`src/rtl/dmem_arbiter_if.sv`:
```
// ---------------------------------------------------------------------------
// dmem_arbiter_if
// Bundles every bus signal around the dmem arbiter: the cpu and aux request
// ports and the single-port dmem drive/return path.
//
//   cpu_* / aux_*   : req, wren, addr, wdata in; gnt, rvalid, rdata out
//   address_dmem    : dmem word address
//   data, wren      : dmem write data / write enable
//   q_dmem          : dmem read data (dmem runs on the inverted clock)
//
// slave  : the arbiter side
// master : the environment side (requesters plus the dmem instance)
// ---------------------------------------------------------------------------
interface dmem_arbiter_if #(
    parameter int ADDR_W = 12,
    parameter int DATA_W = 32
);
    logic              cpu_req;
    logic              cpu_wren;
    logic [ADDR_W-1:0] cpu_addr;
    logic [DATA_W-1:0] cpu_wdata;
    logic              cpu_gnt;
    logic              cpu_rvalid;
    logic [DATA_W-1:0] cpu_rdata;

    logic              aux_req;
    logic              aux_wren;
    logic [ADDR_W-1:0] aux_addr;
    logic [DATA_W-1:0] aux_wdata;
    logic              aux_gnt;
    logic              aux_rvalid;
    logic [DATA_W-1:0] aux_rdata;

    logic [ADDR_W-1:0] address_dmem;
    logic [DATA_W-1:0] data;
    logic              wren;
    logic [DATA_W-1:0] q_dmem;

    modport slave (
        input  cpu_req, cpu_wren, cpu_addr, cpu_wdata,
        output cpu_gnt, cpu_rvalid, cpu_rdata,
        input  aux_req, aux_wren, aux_addr, aux_wdata,
        output aux_gnt, aux_rvalid, aux_rdata,
        output address_dmem, data, wren,
        input  q_dmem
    );

    modport master (
        output cpu_req, cpu_wren, cpu_addr, cpu_wdata,
        input  cpu_gnt, cpu_rvalid, cpu_rdata,
        output aux_req, aux_wren, aux_addr, aux_wdata,
        input  aux_gnt, aux_rvalid, aux_rdata,
        input  address_dmem, data, wren,
        output q_dmem
    );
endinterface

```
`src/rtl/dmem_arbiter.sv`:
```
// ---------------------------------------------------------------------------
// dmem_arbiter
// Shares the single-port dmem between the processor (cpu, fixed priority)
// and an auxiliary master (aux: loader/debug/DMA). A starvation counter
// forces one aux grant after MAX_WAIT consecutive denied aux cycles.
//
// Ports:
//   clock        : rising-edge master clock
//   reset        : synchronous, active-low
//   bus          : dmem_arbiter_if.slave (request ports + dmem drive)
//   aux_wait_cnt : current starvation count (probe)
// ---------------------------------------------------------------------------
module dmem_arbiter #(
    parameter int ADDR_W   = 12,
    parameter int DATA_W   = 32,
    parameter int MAX_WAIT = 4
) (
    input  logic                          clock,
    input  logic                          reset,
    dmem_arbiter_if.slave                 bus,
    output logic [$clog2(MAX_WAIT+1)-1:0] aux_wait_cnt
);
    localparam int CNT_W = $clog2(MAX_WAIT + 1);
    localparam logic [CNT_W-1:0] CNT_MAX = CNT_W'(MAX_WAIT);

    localparam logic [0:0] ST_NORMAL = 1'b0;
    localparam logic [0:0] ST_FORCE  = 1'b1;

    logic [0:0]        r_state;
    logic [CNT_W-1:0]  r_wait_cnt;
    logic [CNT_W-1:0]  w_wait_cnt_next;
    logic              w_cpu_gnt;
    logic              w_aux_gnt;
    logic [ADDR_W-1:0] w_addr;
    logic [DATA_W-1:0] w_wdata;
    logic              w_wren;

    // Grant decision. While reset is low nothing is granted, so the dmem is
    // never written during reset.
    // NOTE: every output of this block gets a default first; a path that
    // leaves one unassigned would infer a latch.
    always_comb begin
        w_cpu_gnt = 1'b0;
        w_aux_gnt = 1'b0;
        if (reset) begin
            if (r_state == ST_FORCE && bus.aux_req) begin
                w_aux_gnt = 1'b1;
            end else begin
                w_cpu_gnt = bus.cpu_req;
                w_aux_gnt = bus.aux_req & ~bus.cpu_req;
            end
        end
    end

    // Memory drive: the granted port owns the dmem, otherwise it sees zeros.
    always_comb begin
        w_addr  = '0;
        w_wdata = '0;
        w_wren  = 1'b0;
        if (w_cpu_gnt) begin
            w_addr  = bus.cpu_addr;
            w_wdata = bus.cpu_wdata;
            w_wren  = bus.cpu_wren;
        end else if (w_aux_gnt) begin
            w_addr  = bus.aux_addr;
            w_wdata = bus.aux_wdata;
            w_wren  = bus.aux_wren;
        end
    end

    // Starvation count saturates at MAX_WAIT; a grant or a dropped request
    // restarts it.
    always_comb begin
        w_wait_cnt_next = r_wait_cnt;
        if (w_aux_gnt || !bus.aux_req) begin
            w_wait_cnt_next = '0;
        end else if (r_wait_cnt != CNT_MAX) begin
            w_wait_cnt_next = r_wait_cnt + 1'b1;
        end
    end

    // NOTE: sequential state uses non-blocking assignments so every register
    // samples the pre-edge values regardless of statement order.
    always_ff @(posedge clock) begin
        if (!reset) begin
            r_state        <= ST_NORMAL;
            r_wait_cnt     <= '0;
            bus.cpu_rvalid <= 1'b0;
            bus.aux_rvalid <= 1'b0;
            bus.cpu_rdata  <= '0;
            bus.aux_rdata  <= '0;
        end else begin
            r_wait_cnt <= w_wait_cnt_next;
            // FORCE is entered on the edge where the count reaches MAX_WAIT
            // and always lasts a single cycle.
            r_state    <= (w_wait_cnt_next == CNT_MAX) ? ST_FORCE : ST_NORMAL;

            // dmem runs on the inverted clock, so q_dmem already holds the
            // data for this cycle's granted read.
            bus.cpu_rvalid <= w_cpu_gnt & ~bus.cpu_wren;
            bus.aux_rvalid <= w_aux_gnt & ~bus.aux_wren;
            if (w_cpu_gnt && !bus.cpu_wren) begin
                bus.cpu_rdata <= bus.q_dmem;
            end
            if (w_aux_gnt && !bus.aux_wren) begin
                bus.aux_rdata <= bus.q_dmem;
            end
        end
    end

    assign bus.cpu_gnt      = w_cpu_gnt;
    assign bus.aux_gnt      = w_aux_gnt;
    assign bus.address_dmem = w_addr;
    assign bus.data         = w_wdata;
    assign bus.wren         = w_wren;
    assign aux_wait_cnt     = r_wait_cnt;
endmodule

```
`src/flat_wrapper.sv`:
```
// flat-port wrapper written by rule: the top's interface ports become plain ports
module dmem_arbiter_flat 
#(
    parameter int ADDR_W   = 12,
    parameter int DATA_W   = 32,
    parameter int MAX_WAIT = 4
)
  (clock, reset, aux_wait_cnt, bus_cpu_req, bus_cpu_wren, bus_cpu_addr, bus_cpu_wdata, bus_cpu_gnt, bus_cpu_rvalid, bus_cpu_rdata, bus_aux_req, bus_aux_wren, bus_aux_addr, bus_aux_wdata, bus_aux_gnt, bus_aux_rvalid, bus_aux_rdata, bus_address_dmem, bus_data, bus_wren, bus_q_dmem);
  dmem_arbiter_if #(.ADDR_W(ADDR_W), .DATA_W(DATA_W)) bus_i ();
  input  logic clock;
  input  logic reset;
  output logic [$clog2(MAX_WAIT+1)-1:0] aux_wait_cnt;
  input wire logic [$bits(bus_i.cpu_req)-1:0] bus_cpu_req;
  input wire logic [$bits(bus_i.cpu_wren)-1:0] bus_cpu_wren;
  input wire logic [$bits(bus_i.cpu_addr)-1:0] bus_cpu_addr;
  input wire logic [$bits(bus_i.cpu_wdata)-1:0] bus_cpu_wdata;
  output wire logic [$bits(bus_i.cpu_gnt)-1:0] bus_cpu_gnt;
  output wire logic [$bits(bus_i.cpu_rvalid)-1:0] bus_cpu_rvalid;
  output wire logic [$bits(bus_i.cpu_rdata)-1:0] bus_cpu_rdata;
  input wire logic [$bits(bus_i.aux_req)-1:0] bus_aux_req;
  input wire logic [$bits(bus_i.aux_wren)-1:0] bus_aux_wren;
  input wire logic [$bits(bus_i.aux_addr)-1:0] bus_aux_addr;
  input wire logic [$bits(bus_i.aux_wdata)-1:0] bus_aux_wdata;
  output wire logic [$bits(bus_i.aux_gnt)-1:0] bus_aux_gnt;
  output wire logic [$bits(bus_i.aux_rvalid)-1:0] bus_aux_rvalid;
  output wire logic [$bits(bus_i.aux_rdata)-1:0] bus_aux_rdata;
  output wire logic [$bits(bus_i.address_dmem)-1:0] bus_address_dmem;
  output wire logic [$bits(bus_i.data)-1:0] bus_data;
  output wire logic [$bits(bus_i.wren)-1:0] bus_wren;
  input wire logic [$bits(bus_i.q_dmem)-1:0] bus_q_dmem;
  assign bus_i.cpu_req = bus_cpu_req;
  assign bus_i.cpu_wren = bus_cpu_wren;
  assign bus_i.cpu_addr = bus_cpu_addr;
  assign bus_i.cpu_wdata = bus_cpu_wdata;
  assign bus_cpu_gnt = bus_i.cpu_gnt;
  assign bus_cpu_rvalid = bus_i.cpu_rvalid;
  assign bus_cpu_rdata = bus_i.cpu_rdata;
  assign bus_i.aux_req = bus_aux_req;
  assign bus_i.aux_wren = bus_aux_wren;
  assign bus_i.aux_addr = bus_aux_addr;
  assign bus_i.aux_wdata = bus_aux_wdata;
  assign bus_aux_gnt = bus_i.aux_gnt;
  assign bus_aux_rvalid = bus_i.aux_rvalid;
  assign bus_aux_rdata = bus_i.aux_rdata;
  assign bus_address_dmem = bus_i.address_dmem;
  assign bus_data = bus_i.data;
  assign bus_wren = bus_i.wren;
  assign bus_i.q_dmem = bus_q_dmem;
  dmem_arbiter #(.ADDR_W(ADDR_W), .DATA_W(DATA_W), .MAX_WAIT(MAX_WAIT)) u_core (.clock(clock), .reset(reset), .bus(bus_i), .aux_wait_cnt(aux_wait_cnt));
endmodule
```
`config.mk`:
```
export PLATFORM = sky130hd
export DESIGN_NAME = dmem_arbiter_flat
export DESIGN_NICKNAME = d
export VERILOG_FILES = /design/src/rtl/dmem_arbiter_if.sv /design/src/rtl/dmem_arbiter.sv /design/src/flat_wrapper.sv
export SDC_FILE = /design/constraint.sdc
export NUM_CORES = 1
export LEC_CHECK = 0
export BUFFER_PORTS_ARGS = -buffer_cell sky130_fd_sc_hd__buf_2
export CORE_MARGIN = 2
export CORE_UTILIZATION = 36
export DETAILED_ROUTE_END_ITERATION = 8
export PLACE_DENSITY = 0.78
export SYNTH_ARGS = -nofsm -noshare
export SYNTH_HDL_FRONTEND = slang
export SYNTH_SLANG_ARGS = --single-unit
```
`constraint.sdc`:
```
create_clock -name clock -period 1.5 [get_ports clock]
set_clock_uncertainty 0.15 [all_clocks]
set_input_delay 0.375 -clock clock [delete_from_list [all_inputs] [get_ports clock]]
set_output_delay 0.375 -clock clock [all_outputs]
set_load 0.05 [all_outputs]
```
* Word level (Yosys, flattened, before mapping)
Cells that the tools add are included.
** Operators by class
- Multipliers :: 0
- Magnitude comparators :: 0
- Equality and inequality tests :: 2
- Multiplexer cells :: 13
- Add/sub/neg operators :: 1
- Shift-type cells :: 0
- Reduce and logical (&&, ||, !) cells :: 7
- Bitwise logic cells :: 6
- Div/mod/pow operators :: 0
** Operators with widths (number)
- 32-bit 2-to-1 mux :: 2
- 12-bit 2-to-1 mux :: 2
- 1-bit 2-to-1 mux :: 7
- 3-bit 2-to-1 mux :: 2
- 3-bit by 1-bit adder with 3-bit output (second input constant) :: 1
- 1-bit bitwise AND :: 3
- 3-bit equality test (second input constant) :: 1
- 1-bit logical AND :: 3
- 1-bit zero test :: 3
- 3-bit inequality test (second input constant) :: 1
- 1-bit NOT :: 3
- 1-bit logical OR :: 1
** Storage, ports and cells
- Latch bits :: 0
- Bits in registers :: 70
- Output and inout port bits :: 116
- Memories kept :: 0
- Memory bits (read-only) :: 0
- Logic and storage cells :: 35
- RAM bits :: 0

* Logic depth before layout (Yosys ltp)
Gate-level depths: netlist (run 1).
- Depth in word-level cells :: 8
- Mapped depth :: 5

* Least setup slack after synthesis (run 1)
Ideal clock, no wire load.
- Kind :: input port to output port
- From :: input bus_aux_req
- To :: output bus_wren
- Setup slack :: -0.636 ns
- Stages on the path :: 5
- Arrival :: 1.611 ns
- Buffers on the path :: 2
- Data required time :: 0.975 ns
- Cells stage by stage :: nand2_1 nor3b_2 buf_6 buf_6 a21oi_1
** Between the ends
- Word-level cells in the longest chain between the ends :: 5
** RTL lines
- from (decl) :: line flat_wrapper.sv:20 : input wire logic [$bits(bus_i.aux_req)-1:0] bus_aux_req;
- 1-bit bitwise AND / 1-bit logical AND (equally long branches) :: line dmem_arbiter.sv:50, dmem_arbiter.sv:46
- 1-bit 2-to-1 mux :: line dmem_arbiter.sv:46 : if (r_state == ST_FORCE && bus.aux_req) begin
- 1-bit 2-to-1 mux :: line dmem_arbiter.sv:45 : if (reset) begin
- 1-bit 2-to-1 mux :: line dmem_arbiter.sv:64 : end else if (w_aux_gnt) begin
- 1-bit 2-to-1 mux * :: line dmem_arbiter.sv:60 : if (w_cpu_gnt) begin
- to (decl) :: line flat_wrapper.sv:29 : output wire logic [$bits(bus_i.wren)-1:0] bus_wren;
Mark *: on every way between the ends. The rest lies on a longest branch, timed or not.

* Final worst setup path (run 1)
- From :: register u_core.r_state
- To :: output bus_data[31]
** Between the ends
- Word-level cells in the longest chain between the ends :: 5
** RTL lines
- from (decl) :: line dmem_arbiter.sv:29 : logic [0:0] r_state;
- from (signal assigned) :: line dmem_arbiter.sv:96 : r_state <= (w_wait_cnt_next == CNT_MAX) ? ST_FORCE : ST_NORMAL;
- 1-bit logical AND * :: line dmem_arbiter.sv:46
- 1-bit 2-to-1 mux :: line dmem_arbiter.sv:46
- 1-bit 2-to-1 mux :: line dmem_arbiter.sv:45
- 32-bit 2-to-1 mux :: line dmem_arbiter.sv:64
- 32-bit 2-to-1 mux * :: line dmem_arbiter.sv:60
- to (decl) :: line flat_wrapper.sv:28 : output wire logic [$bits(bus_i.data)-1:0] bus_data;
Marks and branches as above.

==> impl_metrics.env, run 1 <==
export IMPL_path_cells="nand2b_4, and3_4, buf_4, a22o_2, buf_6"
export IMPL_vias=3536
export IMPL_dr_pass1_iters=4
export IMPL_place_congestion=0.836
export IMPL_tns_ps=-35710
export IMPL_synth_top_family_by_area="multiplexers"
export IMPL_worstSetupPathType="reg -> out"
export IMPL_track_usage_pct=23.4
export IMPL_max_stage_delay_ps=340
export IMPL_synth_area_per_cell_um2=9.61
export IMPL_finalNonFillerCells=710
export IMPL_ys_ff_latch=70
export IMPL_critical_path_top_delay_family="flip-flops"
export IMPL_hpwl_um=8780
export IMPL_grt_max_degree=45
export IMPL_vias_per_cell=4.98
export IMPL_die_width_um=98.1
export IMPL_drc=0
export IMPL_rrSetupSlack_ps=-200
export IMPL_synthMostInstantiatedCell="nand2_1"
export IMPL_wl_per_cell_um=17.6
export IMPL_max_freq_ghz=0.472
export IMPL_h_tree_depth=3
export IMPL_muxShareOfSynthArea_pct=20.4
export IMPL_cts_buffer_depth=2
export IMPL_final_hold_violation_count=0
export IMPL_ant_nets=0
export IMPL_yosysSeqAreaShare_pct=43.9
export IMPL_synth_top_area_cell="dfxtp_1"
export IMPL_path_clk_slew_ps=90
export IMPL_violations="setup timing"
export IMPL_grt_pass1_wl_um=18000
export IMPL_grt_pass1_vias=3646
export IMPL_clock_latency_ps=350
export IMPL_holdCritPathClass="in -> reg"
export IMPL_first_iter_violations=50
export IMPL_finalWorstSetupSlack_ps=-620
export IMPL_timing_rr_start="u_core.r_state$_SDFF_PN0_"
export IMPL_slew_violations=0
export IMPL_rsz0062_at_grt="yes"
export IMPL_wl_um=12500
export IMPL_vdd_ir_drop_worst_mv=0.655
export IMPL_grt_ovfl_total=0
export IMPL_diodes=0
export IMPL_synthFlopType="dfxtp_1"
export IMPL_synth_compound_area_share_pct=12.9
export IMPL_fp_coreArea_um2=8640
export IMPL_worst_pin_slew_ps=430
export IMPL_io_buffers=241
export IMPL_drive_gt1_share_pct=59.0
export IMPL_rows=34
export IMPL_power_leakage_nw=3.10
export IMPL_cp_start_kind="flip-flop"
export IMPL_power_mw=5.02
export IMPL_synthAdderAreaFrac_pct=0.785
export IMPL_hold_start="bus_q_dmem[1]"
export IMPL_dieArea_um2=9630
export IMPL_final_area_um2=6010
export IMPL_dp_worst_setup_slack_ps=-436
export IMPL_netlist_top_cells_area="dfxtp_1, mux2i_1, a22o_1, nand2_1, buf_6"
export IMPL_holdPathStages=3
export IMPL_cts_tree="done"
export IMPL_slowest_stage="dfxtp_2"
export IMPL_root_buffer="clkbuf_8"
export IMPL_dieHeight_um=98.1
export IMPL_fin_crit_ps=2120
export IMPL_reg2reg_depth=8
export IMPL_final_util_pct=69.6
export IMPL_fin_crit_sh_pct=141
export IMPL_end_kind="output pin"
export IMPL_r2r_end="u_core.bus.aux_rdata[19]$_SDFFE_PN0P_"
export IMPL_ys_warn_count=0
export IMPL_dpl_cell_area_um2=5060
export IMPL_synth_edf_count=0
export IMPL_cts_buffers=9
export IMPL_finalSetupViolCount=113
export IMPL_cp_max_fo=6
export IMPL_synth_top_area_share_pct=43.9
export IMPL_outcome="finished with violations"
export IMPL_max_cap_violations=0
export IMPL_synth_xor_area_share_pct=0.275
export IMPL_synthCells=332
export IMPL_cp_num_buf_inv=2
export IMPL_ys_top_cells_by_count="nand2_1, dfxtp_1, mux2i_1, a22o_1, buf_6"
export IMPL_io_pins=242
export IMPL_whs_ps=141
export IMPL_holdBufCountCts=0
export IMPL_dpl_cell_count=678
export IMPL_antenna_found_initial=0
export IMPL_syn_cell_area_um2=3190
export IMPL_arrival_ps=1590
export IMPL_clock_sinks=70
export IMPL_relSlewSlack_pct=71.3
export IMPL_area_delta_synth_final_pct=88.5
export IMPL_ys_async_sr_fraction_pct=0
export IMPL_required_ps=970
export IMPL_powerDensity_nw_per_um2=836
export IMPL_yosys_area_share_simple_pct=14.5
export IMPL_final_nets=725
export IMPL_start_util_pct=36.9
export IMPL_synth_nets=460
export IMPL_min_to="u_core.bus.aux_rdata[1]$_SDFFE_PN0P_"
export IMPL_yosysUniqueCellTypes=26
cells in the final DEF, fill, tap and decap left out, types with 7 or more instances in the layout:
cell type and n:
buf_12 12, nand2_1 100, dfxtp_1 66, buf_4 31
mux2i_1 65, clkbuf_16 7, buf_6 51, clkbuf_4 42
buf_2 136, a22o_4 40, clkbuf_8 9
what timing repair did:
item / CTS / global route
setup endpoints to repair: 94 / 157
pin swaps: 3 / 3
buffers inserted: 3 / 7
resized for setup: 109 / 64
gates cloned: 2 / 7
power breakdown:
part	switching (mW)	internal [mW]	leakage, nW
Combinational	0.848	0.612	2.42
Clock	0.817	0.811	0.106
Sequential	0.0289	1.91	0.570
final cells by class:
type / instances / area, um2
fill: 637 / 2630
timing repair buffer: 281 / 2250
multi-input combinational: 229 / 1980
sequential: 70 / 1410
tap: 108 / 135
clock buffer: 9 / 124
clock inverter: 7 / 88.8
inverter: 6 / 27.5
worst reg2reg max path: cells and delay by family, from the launching register on:
kind / cells / cell delay, ps
buffers and inverters: 5 / 670
DFF: 1 / 340
and+or+nand+nor: 2 / 310
muxes: 1 / 180
routing by layer:
layer	GRT usage (%)	part of all wire, %	up-vias
met3	6.87	7.4	42
met4	12.6	4.8	0
met1	23.9	35	1641
li1	-	-	1680
met5	0	0	-
met2	42.7	52	173
cells by family (layout without fill, tap and decap cells):
group / count (synthesis) / after routing
flops: 70 / 70
buf+inv: 33 / 303
fa+ha+maj: 2 / 2
xor+xnor: 1 / 1
compound gates: 47 / 47
simple gates: 114 / 114
mux: 65 / 65
how the worst max path moves through the flow:
stage                              start  slack (ps)                                    end  cells after the start
4_1_cts        u_core.r_state$_SDFF_PN0_        -620                    bus_address_dmem[0]                      5
6_report       u_core.r_state$_SDFF_PN0_        -620                           bus_data[31]                      5
5_1_grt        u_core.r_state$_SDFF_PN0_        -680                           bus_data[25]                      6
3_5_place_dp                       reset        -440  u_core.bus.cpu_rdata[22]$_SDFFE_PN0P_                      7
2_1_floorplan                      reset        -210                           bus_data[22]                      5
3_3_place_gp                 bus_cpu_req        -390                    bus_address_dmem[2]                      6
sequential cells by signal (all words and copies together) (netlist names):
name	flops
u_core.bus.aux_rdata	32
u_core.r_state	1
u_core.bus.aux_rvalid	1
u_core.aux_wait_cnt	3
u_core.bus.cpu_rdata	32
u_core.bus.cpu_rvalid	1
(Power assumes the default switching activity.)
==> inputs of run 2 (changes only) <==
- ABC_AREA: default -> 1
- CELL_PAD_IN_SITES_DETAIL_PLACEMENT: default -> 0
- CELL_PAD_IN_SITES_GLOBAL_PLACEMENT: default -> 1
- CORE_UTILIZATION: 36 -> 24
- PLACE_DENSITY: 0.78 -> 0.79
==> run 2 against run 1 <==
- the run still ends with setup timing left
- register-to-register slack improved by 270 ps
- setup slack improved by 160 ps
- clock power increased by 39%
- critical endpoint is now bus_address_dmem[6]
- global-route usage decreased by 6.5 points
- power increased by 21%
- combinational power increased by 25%
==> impl_metrics.env, run 2 <==
export IMPL_relSlewSlack_pct=67.8
export IMPL_netlist_top_cells_area="dfxtp_1, nand2_1, inv_1, nor2_1, nand4_1"
export IMPL_path_clk_slew_ps=60
export IMPL_vias_per_cell=4.01
export IMPL_p_sw_mw=1.96
export IMPL_cts_buffer_depth=2
export IMPL_end_kind="output pin"
export IMPL_worstSetupPathType="reg -> out"
export IMPL_finalSetupViolCount=47
export IMPL_power_frac_comb_pct=30.1
export IMPL_worst_pin_slew_ps=483
export IMPL_root_buffer="clkbuf_16"
export IMPL_cp_start_kind="flip-flop"
export IMPL_synthFlopType="dfxtp_1"
export IMPL_vias=4482
export IMPL_fp_coreArea_um2=15300
export IMPL_mostFrequentLayoutCell="buf_2"
export IMPL_outcome="finished with violations"
export IMPL_powerDensity_nw_per_um2=845
export IMPL_cts_tree="done"
export IMPL_required_ps=970
export IMPL_ys_top_cells_by_count="nand2_1, inv_1, nor2_1, dfxtp_1, nand4_1"
export IMPL_ant_nets=0
export IMPL_wl_per_cell_um=13.4
export IMPL_grt_max_degree=46
export IMPL_fin_crit_ps=1960
export IMPL_routed_top_layer="met4"
export IMPL_track_usage_pct=16.9
export IMPL_max_cap_violations=0
export IMPL_internal_power_mw=4.11
export IMPL_ys_async_sr_fraction_pct=0
export IMPL_rows=45
export IMPL_diodes=0
export IMPL_dieArea_um2=16700
export IMPL_crit_path_frequent_cell="nand2_1"
export IMPL_dp_worst_setup_slack_ps=-497
export IMPL_finalWorstSetupSlack_ps=-463
export IMPL_drive_gt1_share_pct=42.1
export IMPL_grt_ovfl_total=0
export IMPL_rsz0062_at_grt="yes"
export IMPL_h_tree_depth=3
export IMPL_grt_pass1_wl_um=22100
export IMPL_ys_ff_latch=70
export IMPL_cts_buffers=9
export IMPL_violations="setup timing"
export IMPL_place_congestion=0.760
export IMPL_arrival_ps=1440
export IMPL_die_width_um=129
export IMPL_final_util_pct=47.1
export IMPL_power_frac_seq_pct=32.6
export IMPL_synth_nets=786
export IMPL_io_pins=242
export IMPL_vdd_ir_drop_worst_mv=0.626
export IMPL_finalNonFillerCells=1119
export IMPL_layout_common_cells="buf_2, nand2_1, inv_1"
export IMPL_fin_crit_sh_pct=131
export IMPL_synth_top_area_share_pct=37.3
export IMPL_synth_edf_count=0
export IMPL_power_mw=6.07
export IMPL_drc=0
export IMPL_first_iter_violations=181
export IMPL_wl_met3_um=1140
export IMPL_hpwl_um=10700
export IMPL_wl_um=15000
export IMPL_dieHeight_um=129
export IMPL_dpl_cell_area_um2=6080
export IMPL_grt_pass1_vias=4327
export IMPL_yosysSeqAreaShare_pct=37.3
export IMPL_dpl_cell_count=1096
export IMPL_yosysUniqueCellTypes=19
export IMPL_final_area_um2=7180
export IMPL_wl_met2_um=7500
export IMPL_max_freq_ghz=0.509
export IMPL_met1_length_um=6090
export IMPL_power_leakage_nw=3.96
export IMPL_final_nets=1031
export IMPL_path_cells="nand2_1, nand2_2, inv_6, buf_12, nand2_1, nand2_4, buf_8"
export IMPL_synth_top_area_cell="dfxtp_1"
export IMPL_io_buffers=241
export IMPL_start_util_pct=24.6
export IMPL_dr_pass1_iters=4
export IMPL_switching_share_pct=32.2
export IMPL_final_hold_violation_count=0
export IMPL_synthMostInstantiatedCell="nand2_1"
export IMPL_cp_max_fo=15
export IMPL_ys_warn_count=0
export IMPL_clock_sinks=70
export IMPL_syn_cell_area_um2=3760
export IMPL_synthCells=658
export IMPL_holdCritPathClass="in -> reg"
export IMPL_antenna_found_initial=0
export IMPL_slowest_stage="dfxtp_2"
export IMPL_clkPwrFrac_pct=37.3
export IMPL_slew_violations=0
export IMPL_synth_area_per_cell_um2=5.71
export IMPL_clock_latency_ps=320
export IMPL_max_stage_delay_ps=320
export IMPL_area_delta_synth_final_pct=91.1
==> run 2: final timing paths <==
| path | startpoint | endpoint | slack, ps | cells after the start |
|---|---|---|---|---|
| max | u_core.r_state$_SDFF_PN0_ | bus_address_dmem[6] | -460 | 7 |
| min | bus_q_dmem[17] | u_core.bus.cpu_rdata[17]$_SDFFE_PN0P_ | 140 | 3 |
| max reg2reg | u_core.r_state$_SDFF_PN0_ | u_core.bus.aux_rdata[5]$_SDFFE_PN0P_ | 70 | 8 |
| min reg2reg | u_core.bus.aux_rdata[28]$_SDFFE_PN0P_ | u_core.bus.aux_rdata[28]$_SDFFE_PN0P_ | 350 | 4 |
==> run 2: worst max-delay path: cells and delay by family, from the launching register on <==
kind | cells | cell delay (ps)
buffers and inverters | 3 | 410
and+or+nand+nor | 4 | 360
DFF | 1 | 320
==> run 2: timing repair <==
action | in CTS | in global routing
hold buffers | 0 | 0
gates resized for setup | 157 | 25
endpoints found under the setup margin | 81 | 89
setup buffers | 0 | 1
pin swaps | 13 | 14
cloned | 3 | 3
endpoints found under the hold margin | 0 | 0
==> run 2: kinds of logic after synthesis <==
group / after synthesis / share of synthesized area, %
buffers and inverters: 176 / 18.2
and+or+nand+nor: 406 / 43.2
DFF: 70 / 37.3
adders and majority gates: 2 / 0.666
AOI/OAI and AO/OA: 4 / 0.599
==> run 2: per-stage QoR <==
step | hold WS (ps) | TNS (ps)
after floorplan | 360 | -2590
after global routing | 140 | -23630
after global placement | 344 | -31510
after detailed placement | 344 | -32930
after CTS | 128 | -24560
final | 137 | -20260
==> run 2: power groups by stage <==
stage               Clock (mW)  Sequential (mW)  Combinational, mW
global route              2.42             1.99               1.95
finish                    2.26             1.98               1.83
detailed placement           0             2.02               1.58
global placement             0             2.01               1.57
CTS                       2.33             1.98               1.80
floorplan                    0             2.29              0.789
==> run 2: layer usage <==
layer  GRT usage [%]  vias to the layer above
li1                -                     2372
met1            19.0                     1933
met2            30.2                      159
met3            4.91                       18
met4            6.01                        0
met5               0                        -
==> run 2: cell type report <==
type / instances / area, um2
repair buffers: 268 / 2190
fillers: 1531 / 8080
multi-input cells: 412 / 2440
flip-flops and latches: 70 / 1400
well taps: 211 / 264
clock buffers: 13 / 250
inverters: 142 / 562
clock inverters: 3 / 67.6
==> inputs of run 3 (changes only) <==
- SETUP_SLACK_MARGIN: default -> 0.5
==> run 3 against run 2 <==
- the flow still finishes with violations (setup timing)
- die area did not move
- count of clock-buffer cells in the layout down 3
- global-route usage up 0.76 points
- non-clock buffer count rose by 34
- flip-flop and latch count is the same
- final cell count is 3.2% higher
- core utilization rose by 9.5 points
- fmax increased by 0.17%
- clock power shrank 7%
- highest routed layer unchanged
==> impl_metrics.env, run 3 (synthesized netlist as in run 2, its figures left out) <==
export IMPL_hpwl_um=10300
export IMPL_worstSetupPathType="reg -> out"
export IMPL_power_leakage_nw=4.41
export IMPL_powerDensity_nw_per_um2=728
export IMPL_whs_ps=136
export IMPL_wl_um=16900
export IMPL_violations="setup timing"
export IMPL_holdPathStages=3
export IMPL_power_frac_comb_pct=34.2
export IMPL_fin_crit_sh_pct=131
export IMPL_path_cells="inv_2, nand2_8, nand2_8, inv_12, buf_16, nand2_8, nand2_8, buf_8"
export IMPL_root_buffer="clkbuf_16"
export IMPL_clock_sinks=70
export IMPL_final_util_pct=56.5
export IMPL_outcome="finished with violations"
export IMPL_io_buffers=241
export IMPL_dr_pass1_iters=4
export IMPL_rsz0062_at_grt="yes"
export IMPL_slowest_stage="dfxtp_2"
export IMPL_multi_input_area_um2=2710
export IMPL_rrSetupSlack_ps=-150
export IMPL_clkPwrFrac_pct=33.6
export IMPL_worst_pin_slew_ps=546
export IMPL_drive_gt1_share_pct=58.3
export IMPL_cp_max_fo=8
export IMPL_hold_start="bus_q_dmem[1]"
export IMPL_max_freq_ghz=0.510
export IMPL_r2r_end="u_core.bus.aux_rdata[1]$_SDFFE_PN0P_"
export IMPL_cts_tree="done"
export IMPL_crit_path_frequent_cell="nand2_8"
export IMPL_ant_nets=0
export IMPL_required_ps=970
export IMPL_vias=4797
export IMPL_area_delta_synth_final_pct=130
export IMPL_seqCellArea_um2=1500
export IMPL_cts_buffer_depth=2
export IMPL_internal_power_mw=4.14
export IMPL_antenna_found_initial=1
export IMPL_final_nets=1066
export IMPL_vias_per_cell=4.15
export IMPL_mostFrequentLayoutCell="nand2_1"
export IMPL_h_tree_depth=3
export IMPL_vdd_ir_drop_worst_mv=0.544
export IMPL_path_clk_slew_ps=60
export IMPL_cts_buffers=9
export IMPL_grt_pass1_wl_um=23200
export IMPL_min_to="u_core.bus.cpu_rdata[1]$_SDFFE_PN0P_"
export IMPL_drc=0
export IMPL_wl_per_cell_um=14.6
export IMPL_switching_share_pct=34.1
export IMPL_die_width_um=129
export IMPL_fp_coreArea_um2=15300
export IMPL_max_stage_delay_ps=340
export IMPL_end_kind="output pin"
export IMPL_arrival_ps=1430
export IMPL_dieHeight_um=129
export IMPL_finalSetupViolCount=81
export IMPL_grt_ovfl_total=0
export IMPL_holdCritPathClass="in -> reg"
export IMPL_rows=45
export IMPL_track_usage_pct=17.6
export IMPL_final_hold_violation_count=0
export IMPL_slew_violations=0
export IMPL_place_congestion=0.782
export IMPL_critical_path_top_delay_family="buffers and inverters"
export IMPL_first_iter_violations=177
export IMPL_max_cap_violations=0
export IMPL_reg2reg_depth=11
export IMPL_fillers=1353
export IMPL_fin_crit_ps=1960
export IMPL_p_sw_mw=2.14
export IMPL_dieArea_um2=16700
export IMPL_grt_pass1_vias=4474
export IMPL_start_util_pct=24.6
export IMPL_cp_num_buf_inv=4
export IMPL_timing_rr_start="u_core.r_state$_SDFF_PN0_"
export IMPL_power_frac_seq_pct=32.2
export IMPL_finalWorstSetupSlack_ps=-459
export IMPL_io_pins=242
export IMPL_clock_latency_ps=330
export IMPL_cp_start_kind="flip-flop"
export IMPL_layout_common_cells="nand2_1, buf_2, inv_1"
export IMPL_grt_max_degree=49
export IMPL_relSlewSlack_pct=63.6
run 3: worst max path at each step:
stage / from / endpoint / cells after the start
5_1_grt: u_core.r_state$_SDFF_PN0_ / bus_data[23] / 8
3_5_place_dp: reset / bus_data[26] / 9
2_1_floorplan: reset / bus_data[22] / 7
6_report: u_core.r_state$_SDFF_PN0_ / bus_data[23] / 8
3_3_place_gp: reset / bus_data[30] / 9
4_1_cts: u_core.r_state$_SDFF_PN0_ / bus_data[14] / 8
run 3: layer usage:
| layer | part of all wire [%] | vias up | GRT usage [%] |
|---|---|---|---|
| met5 | 0 | - | 0 |
| met4 | 2.3 | 0 | 5.31 |
| met3 | 5.2 | 29 | 5.04 |
| met2 | 51 | 145 | 29.3 |
| met1 | 42 | 2160 | 22.2 |
| li1 | - | 2463 | - |
run 3: metrics by stage:
step	setup WS (ps)	cells	total power, mW	cell area [um2]	setup TNS [ps]
2_1_floorplan	-85.9	658	3.12	4710	-2350
3_5_place_dp	-488	1102	3.59	6230	-35730
3_3_place_gp	-471	1102	3.59	6230	-34240
5_1_grt	-526	1155	6.56	8630	-28280
4_1_cts	-457	1135	6.14	7980	-21320
6_report	-459	1155	6.28	8630	-22790
run 3: layout make-up:
cell class                 count  area share [%]
multi-input combinational    412            31.4
clock buffer                  10            2.65
tap                          211            3.06
clock inverter                 6           0.725
timing repair buffer         302            38.0
inverter                     142            6.60
sequential                    70            17.4
antenna                        1          0.0290
timing repair inverter         1           0.131
run 3: timing repair:
item                       4_1_cts  5_1_grt
setup buffers                   12        8
hold buffers                     0        0
resized for setup              369      109
setup endpoints to repair      186      186
pin swaps                       18       29
cloned                           5       11
run 3: worst register-to-register path: cells and delay by family (launching register included):
| family | cells | cell delay, ps |
|---|---|---|
| flip-flops | 1 | 330 |
| AND/OR/NAND/NOR | 4 | 290 |
| buffers and inverters | 7 | 790 |
run 3: power groups by stage:
stage,clock network [mW],registers [mW],logic (mW)
after floorplan,0,2.31,0.812
after CTS,2.16,2.02,1.95
after detailed placement,0,2.03,1.56
final,2.11,2.02,2.15
after global routing,2.27,2.03,2.27
after global placement,0,2.03,1.56
